===== src/rtl/buf_manager_if.sv =====
// ============================================================================
// Module      : buf_manager_if
// Description : Wishbone slave bus bundle for the buffer-ID manager.
// Revision    : 1.0 - initial release
// ============================================================================
`default_nettype none

interface buf_manager_if #(
    parameter int ADDR_WIDTH = 32,
    parameter int DATA_WIDTH = 32
);
    logic [ADDR_WIDTH-1:0] wbs_address;
    logic [DATA_WIDTH-1:0] wbs_writedata;
    logic [DATA_WIDTH-1:0] wbs_readdata;
    logic                  wbs_strobe;
    logic                  wbs_cycle;
    logic                  wbs_write;
    logic                  wbs_ack;

    modport master (
        output wbs_address, wbs_writedata, wbs_strobe, wbs_cycle, wbs_write,
        input  wbs_readdata, wbs_ack
    );

    modport slave (
        input  wbs_address, wbs_writedata, wbs_strobe, wbs_cycle, wbs_write,
        output wbs_readdata, wbs_ack
    );
endinterface

`default_nettype wire


===== src/rtl/buf_manager.sv =====
// ============================================================================
// Module      : buf_manager
// Description : Wishbone slave owning the image buffer-ID pool; read allocates,
//               write releases, with sticky exhaustion / bad-release status.
// Revision    : 1.0 - initial release
// ============================================================================
`default_nettype none

module buf_manager #(
    parameter int ADDR_WIDTH = 32,
    parameter int DATA_WIDTH = 32,
    parameter int NUM_BUFS   = 4,
    parameter int ID_WIDTH   = 2
) (
    input  wire logic        clk,
    input  wire logic        reset,
    buf_manager_if.slave     wb,
    output logic [ID_WIDTH:0] free_count,
    output logic             ready
);

    localparam int                c_DEPTH   = 2 ** ID_WIDTH;
    localparam logic [ID_WIDTH-1:0] c_LAST_ID = ID_WIDTH'(NUM_BUFS - 1);

    typedef enum logic {
        ST_INIT = 1'b0,
        ST_RUN  = 1'b1
    } state_t;

    state_t                r_state;
    logic [ID_WIDTH-1:0]   r_fifo [c_DEPTH];
    logic [ID_WIDTH-1:0]   r_rd_ptr;
    logic [ID_WIDTH-1:0]   r_wr_ptr;
    logic [ID_WIDTH-1:0]   r_init_id;
    logic [c_DEPTH-1:0]    r_alloc_map;
    logic [ID_WIDTH:0]     r_free_count;
    logic                  r_alloc_fail;
    logic                  r_bad_release;
    logic                  r_ready;
    logic                  r_ack;
    logic [DATA_WIDTH-1:0] r_readdata;

    logic                  w_req;
    logic [1:0]            w_offset;
    logic [ID_WIDTH-1:0]   w_rel_id;
    logic                  w_rel_ok;
    logic [ID_WIDTH-1:0]   w_head;
    logic [DATA_WIDTH-1:0] w_status;
    logic                  w_unused;

    function automatic logic [ID_WIDTH-1:0] f_next(input logic [ID_WIDTH-1:0] p);
        return (p == c_LAST_ID) ? '0 : p + ID_WIDTH'(1);
    endfunction

    assign w_req    = wb.wbs_cycle & wb.wbs_strobe & ~r_ack;
    assign w_offset = wb.wbs_address[3:2];
    assign w_rel_id = wb.wbs_writedata[ID_WIDTH-1:0];
    // Range check first so the bitmap lookup is only trusted for real IDs.
    assign w_rel_ok = (wb.wbs_writedata < DATA_WIDTH'(NUM_BUFS)) && r_alloc_map[w_rel_id];
    assign w_head   = r_fifo[r_rd_ptr];
    assign w_unused = ^{wb.wbs_address[ADDR_WIDTH-1:4], wb.wbs_address[1:0]};

    always_comb begin
        w_status        = '0;
        w_status[15:0]  = 16'(r_free_count);
        w_status[16]    = r_alloc_fail;
        w_status[17]    = r_bad_release;
        w_status[31]    = r_ready;
    end

    always_ff @(posedge clk) begin
        if (!reset) begin
            r_state       <= ST_INIT;
            r_rd_ptr      <= '0;
            r_wr_ptr      <= '0;
            r_init_id     <= '0;
            r_alloc_map   <= '0;
            r_free_count  <= '0;
            r_alloc_fail  <= 1'b0;
            r_bad_release <= 1'b0;
            r_ready       <= 1'b0;
            r_ack         <= 1'b0;
            r_readdata    <= '0;
        end else begin
            r_ack      <= 1'b0;
            r_readdata <= '0;
            case (r_state)
                ST_INIT: begin
                    r_fifo[r_wr_ptr] <= r_init_id;
                    r_wr_ptr         <= f_next(r_wr_ptr);
                    r_free_count     <= r_free_count + 1'b1;
                    r_init_id        <= r_init_id + ID_WIDTH'(1);
                    if (r_init_id == c_LAST_ID) begin
                        r_state <= ST_RUN;
                        r_ready <= 1'b1;
                    end
                end
                ST_RUN: begin
                    if (w_req) begin
                        r_ack <= 1'b1;
                        case (w_offset)
                            2'd0: begin
                                if (!wb.wbs_write) begin
                                    if (r_free_count != '0) begin
                                        r_readdata            <= DATA_WIDTH'(w_head);
                                        r_alloc_map[w_head]   <= 1'b1;
                                        r_rd_ptr              <= f_next(r_rd_ptr);
                                        r_free_count          <= r_free_count - 1'b1;
                                    end else begin
                                        r_readdata   <= '1;
                                        r_alloc_fail <= 1'b1;
                                    end
                                end else if (w_rel_ok) begin
                                    r_fifo[r_wr_ptr]      <= w_rel_id;
                                    r_wr_ptr              <= f_next(r_wr_ptr);
                                    r_alloc_map[w_rel_id] <= 1'b0;
                                    r_free_count          <= r_free_count + 1'b1;
                                end else begin
                                    r_bad_release <= 1'b1;
                                end
                            end
                            2'd1: begin
                                if (!wb.wbs_write) begin
                                    r_readdata <= w_status;
                                end else begin
                                    if (wb.wbs_writedata[16]) r_alloc_fail  <= 1'b0;
                                    if (wb.wbs_writedata[17]) r_bad_release <= 1'b0;
                                end
                            end
                            default: ;
                        endcase
                    end
                end
                default: r_state <= ST_INIT;
            endcase
        end
    end

    assign wb.wbs_ack      = r_ack;
    assign wb.wbs_readdata = r_readdata;
    assign free_count      = r_free_count;
    assign ready           = r_ready;

endmodule

`default_nettype wire


===== src/flat_wrapper.sv =====
// flat-port wrapper written by rule: the top's interface ports become plain ports
module buf_manager_flat 
#(
    parameter int ADDR_WIDTH = 32,
    parameter int DATA_WIDTH = 32,
    parameter int NUM_BUFS   = 4,
    parameter int ID_WIDTH   = 2
)
  (clk, reset, free_count, ready, wb_wbs_address, wb_wbs_writedata, wb_wbs_strobe, wb_wbs_cycle, wb_wbs_write, wb_wbs_readdata, wb_wbs_ack);
  buf_manager_if #(.ADDR_WIDTH(ADDR_WIDTH), .DATA_WIDTH(DATA_WIDTH)) wb_i ();
  input  wire logic clk;
  input  wire logic reset;
  output logic [ID_WIDTH:0] free_count;
  output logic ready;
  input wire logic [$bits(wb_i.wbs_address)-1:0] wb_wbs_address;
  input wire logic [$bits(wb_i.wbs_writedata)-1:0] wb_wbs_writedata;
  input wire logic [$bits(wb_i.wbs_strobe)-1:0] wb_wbs_strobe;
  input wire logic [$bits(wb_i.wbs_cycle)-1:0] wb_wbs_cycle;
  input wire logic [$bits(wb_i.wbs_write)-1:0] wb_wbs_write;
  output wire logic [$bits(wb_i.wbs_readdata)-1:0] wb_wbs_readdata;
  output wire logic [$bits(wb_i.wbs_ack)-1:0] wb_wbs_ack;
  assign wb_i.wbs_address = wb_wbs_address;
  assign wb_i.wbs_writedata = wb_wbs_writedata;
  assign wb_i.wbs_strobe = wb_wbs_strobe;
  assign wb_i.wbs_cycle = wb_wbs_cycle;
  assign wb_i.wbs_write = wb_wbs_write;
  assign wb_wbs_readdata = wb_i.wbs_readdata;
  assign wb_wbs_ack = wb_i.wbs_ack;
  buf_manager #(.ADDR_WIDTH(ADDR_WIDTH), .DATA_WIDTH(DATA_WIDTH), .NUM_BUFS(NUM_BUFS), .ID_WIDTH(ID_WIDTH)) u_core (.clk(clk), .reset(reset), .wb(wb_i), .free_count(free_count), .ready(ready));
endmodule

===== config.mk =====
export PLATFORM = sky130hd
export DESIGN_NAME = buf_manager_flat
export DESIGN_NICKNAME = d
export VERILOG_FILES = /design/src/rtl/buf_manager_if.sv /design/src/rtl/buf_manager.sv /design/src/flat_wrapper.sv
export SDC_FILE = /design/constraint.sdc
export NUM_CORES = 1
export LEC_CHECK = 0
export BUFFER_PORTS_ARGS = -buffer_cell sky130_fd_sc_hd__buf_2
export CAP_MARGIN = 5
export CORE_AREA = 8 8 71 79
export CTS_CLUSTER_DIAMETER = 40
export CTS_CLUSTER_SIZE = 28
export DETAILED_ROUTE_END_ITERATION = 12
export DIE_AREA = 0 0 79 87
export GPL_TIMING_DRIVEN = 0
export HOLD_SLACK_MARGIN = 0.05
export MAX_ROUTING_LAYER = met4
export PLACE_DENSITY = 0.82
export SYNTH_ARGS = -nofsm -noshare
export SYNTH_HDL_FRONTEND = slang
export SYNTH_SLANG_ARGS = --single-unit

===== constraint.sdc =====
create_clock -name clk -period 2.6 [get_ports clk]
set_input_delay 0.52 -clock clk [delete_from_list [all_inputs] [get_ports clk]]
set_output_delay 0.52 -clock clk [all_outputs]
set_load 0.02 [all_outputs]

==> reports/qor.yml, run 1 <==
power_and_ir_drop:
  finalPower_w: 0.00128
  p_leak_nw: 1.15
  peakVddDrop_uv: 366
  powerDensity_nw_per_um2: 540
sta:
  fmax_mhz: 441
  fin_crit_ps: 2270
  hold_violations: 0
  finClkSkew_ps: 5.12
  setup-violations-final: 0
  worstMarginPinSlew_ps: 740
  slew_viol_final: 0
  rsz0062_at_grt: "no"
  slew_headroom_pct: 50.6
  tns_ps: 0
  fin_crit_sh_pct: 87.3
  fin_ws_ps: 331
grt:
  grt_max_degree: 27
  track_usage_pct: 13.2
  grt_pass1_vias: 1527
  overflow: 0
  grt_first_pass_wirelength_um: 7150
  antenna_found_initial: 0
critical_path:
  startpoint_type: "primary input"
  worstPathArrival_ps: 2270
  rr_worst_depth: 4
  cp_slowest_stage_delay_ps: 570
  r2r_setup_slack_ps: 570
  crit_chain: "buf_2 > nor4_1 > nand4_1 > or4b_4 > o31ai_4 > and3_1"
  r2r_start: "u_core.r_alloc_map[1]"
  end_kind: "flip-flop"
  worstPathRequired_ps: 2600
  slowest_stage: "or4b_4"
  crit_fanout: 7
  timing.rr.end: "u_core.r_fifo[0][1]"
  path_class: "primary input to flip-flop"
final_layout:
  antenna_cells: 0
  nFillCells: 400
  nets: 348
  layout_commonest_cell: "buf_2"
  stdcell_area_um2: 2370
  drive_gt1_share_pct: 42.4
  layout_common_cells: "buf_2 (74), dfxtp_1 (27), buf_4 (25)"
  syn_to_final_growth_pct: 28.7
drt:
  drc: 0
  wl_per_cell_um: 13.2
  via_count: 1596
  drt_iter0_markers: 70
  finalWirelength_um: 4320
  vias_per_cell: 4.88
  firstDrtPassIters: 4
  ant_nets: 0
place:
  post-place-ws_ps: 34.7
  globalplace.congestion: 0.873
  dp_hpwl_um: 3480
  post_dp_cell_area_um2: 2290
  io_buffers: 74
synth:
  synthCells: 189
  syn_nets: 267
  ys_types: 39
  syn_avg_cell_area_um2: 9.76
  ys_warn_count: 0
  synth_top_area_cell: "dfxtp_1"
  synth-edff-count: 8
  synth.top_cell.area_share_pct: 29.3
  syn_area_um2: 1850
  seq_area_frac_synth_pct: 42.3
  async_flop_share_pct: 0
  ys_ff_latch: 35
  ys.flop_type: "dfxtp_1"
  synth.area.top_cells: "dfxtp_1 (29%), edfxtp_1 (13%), buf_4 (10%)"
worst_hold_path:
  min_to: "u_core.r_alloc_map[0]"
  worstHoldStart: "u_core.r_alloc_map[0]"
  min_path_type: "flip-flop to flip-flop"
  hold_depth: 2
clock_tree:
  cts_setup_buffers: 0
  cts_resized: 0
  htree_levels: 2
  clkSinkCount: 35
  clk_latency_ps: 290
  root_buffer: "clkbuf_8"
  holdBufCountCts: 0
  clock_path_buffers: 2
  cts_tree: "built"
  cts-buffers-inserted: 5
  clk_pin_slew_ps: 70
floorplan:
  fp.dieH_um: 87
  num_rows: 26
  core_um2: 4420
  start_util_pct: 41.7
  die_x_um: 79
  io-pin-count: 106
  die_area_um2: 6870
outcome:
  status: "finished clean"
job:
  maxCapViolCount: 0
[how the worst max path moves through the flow]
stage	start	to	slack (ps)	depth (start not counted)
after global routing	wb_wbs_writedata[24]	u_core.r_fifo[2][0]	170	6
final	wb_wbs_writedata[24]	u_core.r_fifo[0][1]	330	6
after CTS	wb_wbs_writedata[24]	u_core.r_fifo[3][1]	330	6
after detailed placement	wb_wbs_writedata[24]	u_core.r_fifo[0][0]	30	6
after global placement	wb_wbs_writedata[21]	u_core.r_fifo[1][0]	40	6
after floorplan	wb_wbs_writedata[6]	u_core.r_fifo[0][0]	350	5
[cell type report]
cell class | instances | area, um^2 | area share (%)
Buffer | 29 | 203 | 8.54
Clock buffer | 5 | 68.8 | 2.90
Clock inverter | 3 | 20.0 | 0.843
Inverter | 8 | 30.0 | 1.26
Multi-Input combinational cell | 117 | 832 | 35.0
Sequential cell | 35 | 781 | 32.9
Tap cell | 56 | 70.1 | 2.95
Timing Repair Buffer | 74 | 370 | 15.6
[through the flow]
stage	instances	hold slack, ps	util [%]
final	327	466	53.7
after global routing	327	491	53.7
after CTS	327	469	53.7
after detailed placement	319	455	51.7
after global placement	319	451	51.7
after floorplan	189	436	-
[power breakdown]
group	internal [W]	leakage, nW	switching, W
registers	0.000606	0.294	0.0000289
logic	0.000108	0.812	0.000152
clock network	0.000186	0.0402	0.000201
[cells in the mapped netlist (all sizes together), types with 4 or more instances]
cell type  count
nor3           5
nor2          22
clkbuf         4
inv            8
a211oi         6
dfxtp         27
edfxtp         8
nor4           8
a21oi          7
nand2         15
nand3b         4
mux2i          4
and3           4
ha             9
buf           25
[sequential cells by signal, summed over array words and instances (netlist names), named ones only]
register,count
u_core.r_bad_release,1
u_core.r_init_id,2
u_core.wb.wbs_ack,1
u_core.r_state,1
u_core.r_alloc_fail,1
u_core.r_alloc_map,4
u_core.free_count,3
u_core.wb.wbs_readdata,7
u_core.r_wr_ptr,2
u_core.r_fifo,8
u_core.r_rd_ptr,2
u_core.ready,1
[per-layer routing]
layer / global-route usage, % / up-vias / part of all wire [%]
li1: - / 811 / -
met1: 14.1 / 717 / 40
met2: 22.3 / 61 / 48
met3: 4.24 / 7 / 9.9
met4: 4.89 / 0 / 1.6
met5: - / - / 0
[worst max-delay path: cells and delay by family]
kind                   cells  cell delay [ps]
AND/OR/NAND/NOR            4             1280
AO/OA/AOI/OAI              1              370
buffers and inverters      1              100
[kinds of logic after synthesis]
kind of cell	after synthesis	synth area share, %
buf+inv	37	12.6
xor+xnor	3	1.42
mux	9	7.05
flops	35	42.3
simple gates	73	21.2
compound gates	23	9.36
fa+ha+maj	9	6.10
No activity file was read; power rests on OpenSTA's default activity.
==> run 2, diff against run 1 <==
--- a/config.mk
+++ b/config.mk
@@ -5,17 +5,20 @@
 export SDC_FILE = /design/constraint.sdc
 export NUM_CORES = 1
 export LEC_CHECK = 0
+export ABC_AREA = 1
 export BUFFER_PORTS_ARGS = -buffer_cell sky130_fd_sc_hd__buf_2
 export CAP_MARGIN = 5
-export CORE_AREA = 8 8 71 79
+export CORE_AREA = 8 8 74 82
+export CTS_BUF_LIST = sky130_fd_sc_hd__clkbuf_4
 export CTS_CLUSTER_DIAMETER = 40
 export CTS_CLUSTER_SIZE = 28
 export DETAILED_ROUTE_END_ITERATION = 12
-export DIE_AREA = 0 0 79 87
+export DIE_AREA = 0 0 82 90
 export GPL_TIMING_DRIVEN = 0
 export HOLD_SLACK_MARGIN = 0.05
 export MAX_ROUTING_LAYER = met4
-export PLACE_DENSITY = 0.82
+export PLACE_DENSITY = 0.83
+export SKIP_CTS_REPAIR_TIMING = 1
 export SYNTH_ARGS = -nofsm -noshare
 export SYNTH_HDL_FRONTEND = slang
 export SYNTH_SLANG_ARGS = --single-unit
==> reports/qor.yml, run 2 <==
synth:
  seq_area_frac_synth_pct: 36.1  # -6.2 points
  syn_avg_cell_area_um2: 7.07  # -28%
  async_flop_share_pct: 0  # unchanged
  synthCells: 306  # +62%
  ys_warn_count: 0  # unchanged
  synth-edff-count: 8  # unchanged
  syn_area_um2: 2160  # +17%
  synth.top_cell.area_share_pct: 25.0  # -4.3 points
  ys_ff_latch: 35  # unchanged
  synth_most_common_cell: "nand2_1"
  ys_types: 29  # -26%
  syn_nets: 384  # +44%
  synth_top_area_cell: "dfxtp_1"
  synthTopCellsByCount: "nand2_1 (64), inv_1 (52), nor2_1 (37)"
  synth.area.top_cells: "dfxtp_1 (25%), edfxtp_1 (11%), nand2_1 (11%)"
  ys.flop_type: "dfxtp_1"
grt:
  grt_pass1_vias: 2036  # +33%
  track_usage_pct: 14.1  # +0.91 points
  grt_max_degree: 27  # unchanged
  grt_first_pass_wirelength_um: 8360  # +17%
  antenna_found_initial: 0  # unchanged
  overflow: 0  # unchanged
drt:
  vias_per_cell: 4.63  # -5.2%
  ant_nets: 0  # unchanged
  finalWirelength_um: 4880  # +13%
  firstDrtPassIters: 4  # unchanged
  drt_iter0_markers: 108  # +54%
  drc: 0  # unchanged
  via_count: 2063  # +29%
  wl_per_cell_um: 10.9  # -17%
sta:
  slew_headroom_pct: 51.3  # +0.70 points
  setup-violations-final: 0  # unchanged
  fin_crit_ps: 2040  # -228 ps
  hold_violations: 0  # unchanged
  fmax_mhz: 490  # +11%
  worstMarginPinSlew_ps: 729  # -10.5 ps
  hold_ws_ps: 410  # -55.7 ps
  slew_viol_final: 0  # unchanged
  finClkSkew_ps: 13.3  # +8.13 ps
  rsz0062_at_grt: "no"
  fin_crit_sh_pct: 78.5  # -8.8 points
  tns_ps: 0  # unchanged
floorplan:
  die_area_um2: 7380  # +7.4%
  num_rows: 27  # +3.8%
  io-pin-count: 106  # unchanged
  die_x_um: 82  # +3.8%
  start_util_pct: 45.1  # +3.4 points
  fp.dieH_um: 90  # +3.4%
  core_um2: 4800  # +8.4%
power_and_ir_drop:
  peakVddDrop_uv: 229  # -37%
  powerDensity_nw_per_um2: 583  # +7.9%
  p_leak_nw: 1.50  # +31%
place:
  dp_hpwl_um: 3970  # +14%
  io_buffers: 74  # unchanged
  globalplace.congestion: 0.873  # unchanged
critical_path:
  worstPathArrival_ps: 1520  # -750 ps
  crit_fanout: 26  # +19
  end_kind: "output pin"
  path_class: "flip-flop to output pin"
  worstPathRequired_ps: 2080  # -520 ps
  startpoint_type: "flip-flop"
final_layout:
  drive_gt1_share_pct: 32.5  # -10 points
  syn_to_final_growth_pct: 23.1
  regMostFlops: "u_core.r_fifo"
  layout_commonest_cell: "buf_2"
  layout_common_cells: "buf_2 (74), nand2_1 (64), inv_1 (52)"
  antenna_cells: 0  # unchanged
  nets: 465  # +34%
  largest_reg_flops: 8  # unchanged
clock_tree:
  cts_tree: "built"
  clk_latency_ps: 350  # +60 ps
  cts-buffers-inserted: 5  # unchanged
  clkSinkCount: 35  # unchanged
  clk_pin_slew_ps: 110  # +40 ps
  htree_levels: 2  # unchanged
  clock_path_buffers: 2  # unchanged
  root_buffer: "clkbuf_4"
outcome:
  status: "finished clean"
worst_hold_path:
  min_path_type: "primary input to flip-flop"
job:
  maxCapViolCount: 0  # unchanged
-- run 2: final cells by class --
class	instances	area, um^2
fillers	464	2130
multi-input cells	185	950
flip-flops and latches	35	781
repair buffers	74	370
plain buffers	29	218
inverters	57	216
well taps	58	72.6
clock buffers	7	52.6
clock inverters	1	5.00
-- run 2: kinds of logic after synthesis --
logic type	share of synthesized area (%)
AO/OA/AOI/OAI	8.21
flip-flops	36.1
adder cells (fa/ha/maj)	5.20
XOR/XNOR	1.21
AND/OR/NAND/NOR	28.8
buffers and inverters	20.1
multiplexers	0.462
-- run 2: where the power goes --
part           switching (W)  leakage [nW]  total (W)  internal, W
Combinational       0.000326          1.17   0.000529     0.000203
Clock               0.000179        0.0361   0.000306     0.000126
Sequential         0.0000634         0.294   0.000719     0.000655
-- run 2: path summary, 6_finish.rpt --
check                             startpoint                    to  slack (ps)  depth (start not counted)
setup / recovery  u_core.wb.wbs_readdata[30]   wb_wbs_readdata[20]         560                          2
hold / removal             wb_wbs_address[2]   u_core.r_alloc_fail         410                          2
setup reg to reg       u_core.r_alloc_map[3]   u_core.r_fifo[2][1]         970                          6
hold reg to reg         u_core.r_bad_release  u_core.r_bad_release         470                          2
-- run 2: metal layers --
| layer | wire, um | GRT usage (%) | part of all wire (%) |
|---|---|---|---|
| met3 | 438 | 2.59 | 9.0 |
| met5 | 0 | - | 0 |
| met4 | 103 | 6.60 | 2.1 |
| met2 | 2190 | 22.5 | 45 |
| met1 | 2150 | 16.5 | 44 |
-- run 2: critical path, cell delays in order (launching register included) --
cell and delay [ps]:
dfxtp_1 810, buf_4 220, buf_2 160
-- run 2: stage by stage --
stage               instances  setup slack (ps)  cell area, um^2  utilization, %  total power, W
floorplan                 306               893             2160               -         0.00111
global placement          438               617             2610            54.4         0.00124
detailed placement        438               573             2610            54.4         0.00126
CTS                       446               519             2670            55.6         0.00157
global route              446               430             2670            55.6         0.00168
finish                    446               559             2670            55.6         0.00155
